### config.mk
export PLATFORM = sky130hd
export DESIGN_NAME = ws2812_ram_streamer
export DESIGN_NICKNAME = d
export VERILOG_FILES = /design/src/rtl/ws2812_ram_streamer.sv
export SDC_FILE = /design/constraint.sdc
export NUM_CORES = 1
export LEC_CHECK = 0
export CAP_MARGIN = 20
export CORE_UTILIZATION = 57
export DETAILED_ROUTE_END_ITERATION = 10
export PLACE_DENSITY = 0.81
export RECOVER_POWER = 50
export SLEW_MARGIN = 15
export SYNTH_ARGS = -nofsm -noshare
export SYNTH_HDL_FRONTEND = slang
export SYNTH_SLANG_ARGS = --single-unit
### constraint.sdc
create_clock -name clk -period 2.4 [get_ports clk]
set_input_delay 0.36 -clock clk [delete_from_list [all_inputs] [get_ports clk]]
set_output_delay 0.36 -clock clk [all_outputs]
set_load 0.01 [all_outputs]
### src/rtl/ws2812_ram_streamer.sv
// Streams 3*LED_COUNT pixel bytes from a synchronous-read RAM onto a WS2812 data line,
// MSB first, followed by a low latch gap. Outputs are decoded from registered state.
module ws2812_ram_streamer #(
   parameter int unsigned LED_COUNT  = 8,
   parameter int unsigned ADDR_WIDTH = 8,
   parameter int unsigned T0H        = 4,
   parameter int unsigned T1H        = 8,
   parameter int unsigned TBIT       = 12,
   parameter int unsigned TRESET     = 600
) (
   input  logic                  clk,
   input  logic                  rst,
   input  logic                  start,
   output logic [ADDR_WIDTH-1:0] ram_addr,
   input  logic [7:0]            ram_data,
   output logic                  dout,
   output logic                  busy,
   output logic                  done
);

   localparam int unsigned BYTES  = 3 * LED_COUNT;
   localparam int unsigned BIT_W  = $clog2(TBIT);
   localparam int unsigned BYTE_W = $clog2(BYTES);
   localparam int unsigned LAT_W  = $clog2(TRESET + 1);

   typedef enum logic [1:0] {IDLE, PRELOAD, SEND, LATCH} state_t;

   state_t                  state, state_n;
   logic [BIT_W-1:0]        bit_cnt, bit_cnt_n;
   logic [2:0]              bit_idx, bit_idx_n;
   logic [BYTE_W-1:0]       byte_cnt, byte_cnt_n;
   logic [LAT_W-1:0]        lat_cnt, lat_cnt_n;
   logic [7:0]              shreg, shreg_n;
   logic [ADDR_WIDTH-1:0]   ram_addr_n;
   logic [BIT_W-1:0]        high_len;

   always_ff @(posedge clk) begin
      if (rst) begin
         state    <= IDLE;
         bit_cnt  <= '0;
         bit_idx  <= '0;
         byte_cnt <= '0;
         lat_cnt  <= '0;
         shreg    <= '0;
         ram_addr <= '0;
      end else begin
         state    <= state_n;
         bit_cnt  <= bit_cnt_n;
         bit_idx  <= bit_idx_n;
         byte_cnt <= byte_cnt_n;
         lat_cnt  <= lat_cnt_n;
         shreg    <= shreg_n;
         ram_addr <= ram_addr_n;
      end
   end

   assign high_len = shreg[7] ? BIT_W'(T1H) : BIT_W'(T0H);
   assign busy     = (state != IDLE);

   always_comb begin
      state_n    = state;
      bit_cnt_n  = bit_cnt;
      bit_idx_n  = bit_idx;
      byte_cnt_n = byte_cnt;
      lat_cnt_n  = lat_cnt;
      shreg_n    = shreg;
      ram_addr_n = ram_addr;
      dout       = 1'b0;
      done       = 1'b0;
      case (state)
         IDLE: begin
            ram_addr_n = '0;
            bit_cnt_n  = '0;
            bit_idx_n  = '0;
            byte_cnt_n = '0;
            lat_cnt_n  = '0;
            if (start) state_n = PRELOAD;
         end
         PRELOAD: begin
            // bit_cnt doubles as the RAM latency counter here
            if (bit_cnt == '0) begin
               bit_cnt_n = BIT_W'(1);
            end else begin
               shreg_n    = ram_data;
               ram_addr_n = ram_addr + ADDR_WIDTH'(1);
               bit_cnt_n  = '0;
               state_n    = SEND;
            end
         end
         SEND: begin
            dout = (bit_cnt < high_len);
            if (bit_cnt == BIT_W'(TBIT - 1)) begin
               bit_cnt_n = '0;
               if (bit_idx == 3'd7) begin
                  bit_idx_n = '0;
                  if (byte_cnt == BYTE_W'(BYTES - 1)) begin
                     state_n = LATCH;
                  end else begin
                     // ram_addr has been stable all byte, so ram_data is the next byte
                     shreg_n    = ram_data;
                     ram_addr_n = ram_addr + ADDR_WIDTH'(1);
                     byte_cnt_n = byte_cnt + BYTE_W'(1);
                  end
               end else begin
                  bit_idx_n = bit_idx + 3'd1;
                  shreg_n   = {shreg[6:0], 1'b0};
               end
            end else begin
               bit_cnt_n = bit_cnt + BIT_W'(1);
            end
         end
         LATCH: begin
            if (lat_cnt == LAT_W'(TRESET - 1)) begin
               done       = 1'b1;
               state_n    = IDLE;
               ram_addr_n = '0;
               lat_cnt_n  = '0;
            end else begin
               lat_cnt_n = lat_cnt + LAT_W'(1);
            end
         end
         default: state_n = IDLE;
      endcase
   end

endmodule

==> impl_metrics.json <==
{
  "vias": 1952,
  "ir_worst_vdd_mv": 0.822,
  "dieHeight_um": 64.9,
  "synthAdderAreaFrac_pct": 7.77,
  "grt_use_total_pct": 24.4,
  "post_cts_buffers": 0,
  "antenna_found_initial": 0,
  "clkTransAtPathRegs_ps": 80,
  "synth.avg_cell_area_um2": 8.74,
  "initial_core_util_pct": 60.7,
  "powerDensity_nw_per_um2": 946,
  "synth_cells": 258,
  "cts_sinks": 40,
  "synthSimpleGateAreaFrac_pct": 24.5,
  "grt_pass1_vias": 1739,
  "crit_path_end_kind": "output pin",
  "grt_pass1_wl_um": 8000,
  "detail_route.wl_per_cell_um": 14.3,
  "ys_seq_elements": 40,
  "yosysMostFrequentCell": "dfxtp_1",
  "worst_pin_slew_ps": 880,
  "finalHoldViolCount": 0,
  "rsz0062_at_grt": "no",
  "numCtsBuffers": 5,
  "worst-path-max-fanout": 4,
  "p_leak_uw": 0.000976,
  "hold_class": "reg -> reg",
  "ios": 22,
  "drc": 0,
  "period_minus_slack_ps": 2270,
  "place_hpwl_um": 3190,
  "met2_usage_pct": 38.4,
  "cts_tree": "done",
  "antennaDiodeCount": 0,
  "drt-total-wl_um": 4720,
  "yosysTopAreaCell": "dfxtp_1",
  "synth_top_area_share_pct": 35.5,
  "ant_nets": 0,
  "die_w_um": 64.9,
  "syn_to_final_growth_pct": 17.8,
  "max-slew-margin-rel_pct": 41.0,
  "synth-xor-area-share_pct": 3.88,
  "num_rows": 22,
  "busiest_layer": "met2",
  "syn_area_um2": 2250,
  "finalPower_uw": 2510,
  "clock_path_buffers": 2,
  "fmax_mhz": 441,
  "yosys-mux-area-fraction_pct": 5.33,
  "ys.flop_type": "dfxtp_1",
  "firstDrtPassIters": 4,
  "layout-drive-gt1-share_pct": 9.25,
  "gp_congestion": 0.810,
  "viasPerCell": 5.93,
  "tns_ps": 0,
  "drv_cap": 0,
  "h-tree-depth": 2,
  "port_buffers": 21,
  "finalSetupViolCount": 0,
  "startpoint_type": "flop",
  "synth_cell_types": 46,
  "synth_top_family_by_area": "simple AND/OR/NAND/NOR gates",
  "met3_usage_pct": 4.93,
  "required_ps": 2040,
  "yosysWarnings": 0,
  "cts-root-buf": "clkbuf_8",
  "fin_crit_sh_pct": 94.5,
  "synth-compound-area-share_pct": 18.8,
  "ys_seq_area_share_pct": 35.5,
  "drt_iter0_drc": 129,
  "clock_skew_ps": 8.22,
  "synthesis.nets": 283,
  "synthTopCellsByCount": "dfxtp_1, nor2_1, a21oi_1",
  "cts-hold-fix-buffers": 0,
  "die-area_um2": 4210,
  "fin_nets": 305,
  "outcome": "completed",
  "worstPathArrival_ps": 1910,
  "finalMaxSlewViolations": 0,
  "grt_max_degree": 26,
  "synth_edf_count": 0,
  "cts_resized": 0,
  "critPathKind": "reg -> out",
  "grt_use_met1_pct": 32.7,
  "gr-total-overflow": 0,
  "async_flop_share_pct": 0,
  "core_um2": 3720,
  "synthTopCellsByArea": "dfxtp_1, ha_1, mux2i_1",
  "clkLatencyLatePin_ps": 300
}
## metal layers
layer  vias up  routed length (µm)
li1       1003                   -
met5         -                   0
met4         0                  89
met3         8                 172
met1       902                2310
met2        39                2140
## final cells by class
type | count | area [µm²]
multi-input cells | 193 | 1370
flip-flops and latches | 40 | 803
inverters | 10 | 37.5
clock inverters | 3 | 42.5
fillers | 284 | 1060
well taps | 48 | 60.1
clock buffers | 5 | 68.8
repair buffers | 30 | 275
## cells by family (layout without fill, tap and decap cells)
logic type	count (synthesis)	count (layout)
AO/OA/AOI/OAI	63	63
XOR/XNOR	10	10
adder cells (fa/ha/maj)	14	14
buffers and inverters	25	48
flip-flops	40	40
multiplexers	12	12
AND/OR/NAND/NOR	94	94
## metrics by stage
stage	util [%]	hold WS, ps	instance area [µm²]	worst slack [ps]	instances
2_1_floorplan	-	441	2250	492	258
3_3_place_gp	68.2	451	2530	295	321
3_5_place_dp	68.2	455	2530	216	321
4_1_cts	71.2	466	2650	33.1	329
5_1_grt	71.5	499	2660	11.2	329
6_report	71.5	470	2660	131	329
## power by group
group	switching (µW)	internal, µW	total [µW]	leakage, µW
sequential	69.8	747	817	0.000325
combinational	690	462	1150	0.000597
clock	237	308	545	0.0000541
## cell usage in the layout, fill, tap and decap left out, types with 7 or more instances in the layout
| cell type | netlist | final |
|---|---|---|
| nor2_1 | 21 | 21 |
| inv_1 | 9 | 9 |
| ha_1 | 14 | 12 |
| nand4_1 | 8 | 8 |
| xnor2_1 | 7 | 7 |
| a31oi_1 | 7 | 7 |
| nand3_1 | 8 | 8 |
| o31ai_1 | 9 | 9 |
| dlygate4sd3_1 | 0 | 8 |
| mux2i_1 | 12 | 12 |
| clkdlybuf4s50_1 | 0 | 13 |
| nand2_1 | 17 | 17 |
| dfxtp_1 | 40 | 38 |
| o21ai_0 | 7 | 7 |
| a311oi_1 | 7 | 7 |
| a21oi_1 | 19 | 19 |
| buf_4 | 0 | 8 |
## worst max-delay path, stage by stage (launching register included)
cell             delay (ps)
dfxtp_2                 370
ha_2                    200
nand2_1                 110
nor4_2                  240
and2_1                  160
clkdlybuf4s50_1         530
## final timing paths
check                                from                 endpoint  slack (ps)  depth (start not counted)
setup reg to reg    state[1]$_SDFFE_PP0P_  bit_cnt[0]$_SDFFE_PP0P_         210                          7
hold / removal    bit_idx[2]$_SDFFE_PP0P_  bit_idx[2]$_SDFFE_PP0P_         470                          2
hold reg to reg   bit_idx[2]$_SDFFE_PP0P_  bit_idx[2]$_SDFFE_PP0P_         470                          2
setup / recovery  lat_cnt[0]$_SDFFE_PP0P_                     done         130                          5
## flip-flops by register name (all words and copies together) (netlist names)
name	count
lat_cnt	10
ram_addr	8
shreg	8
byte_cnt	5
bit_cnt	4
bit_idx	3
state	2
Note: power is estimated with default switching activity, not from simulation.
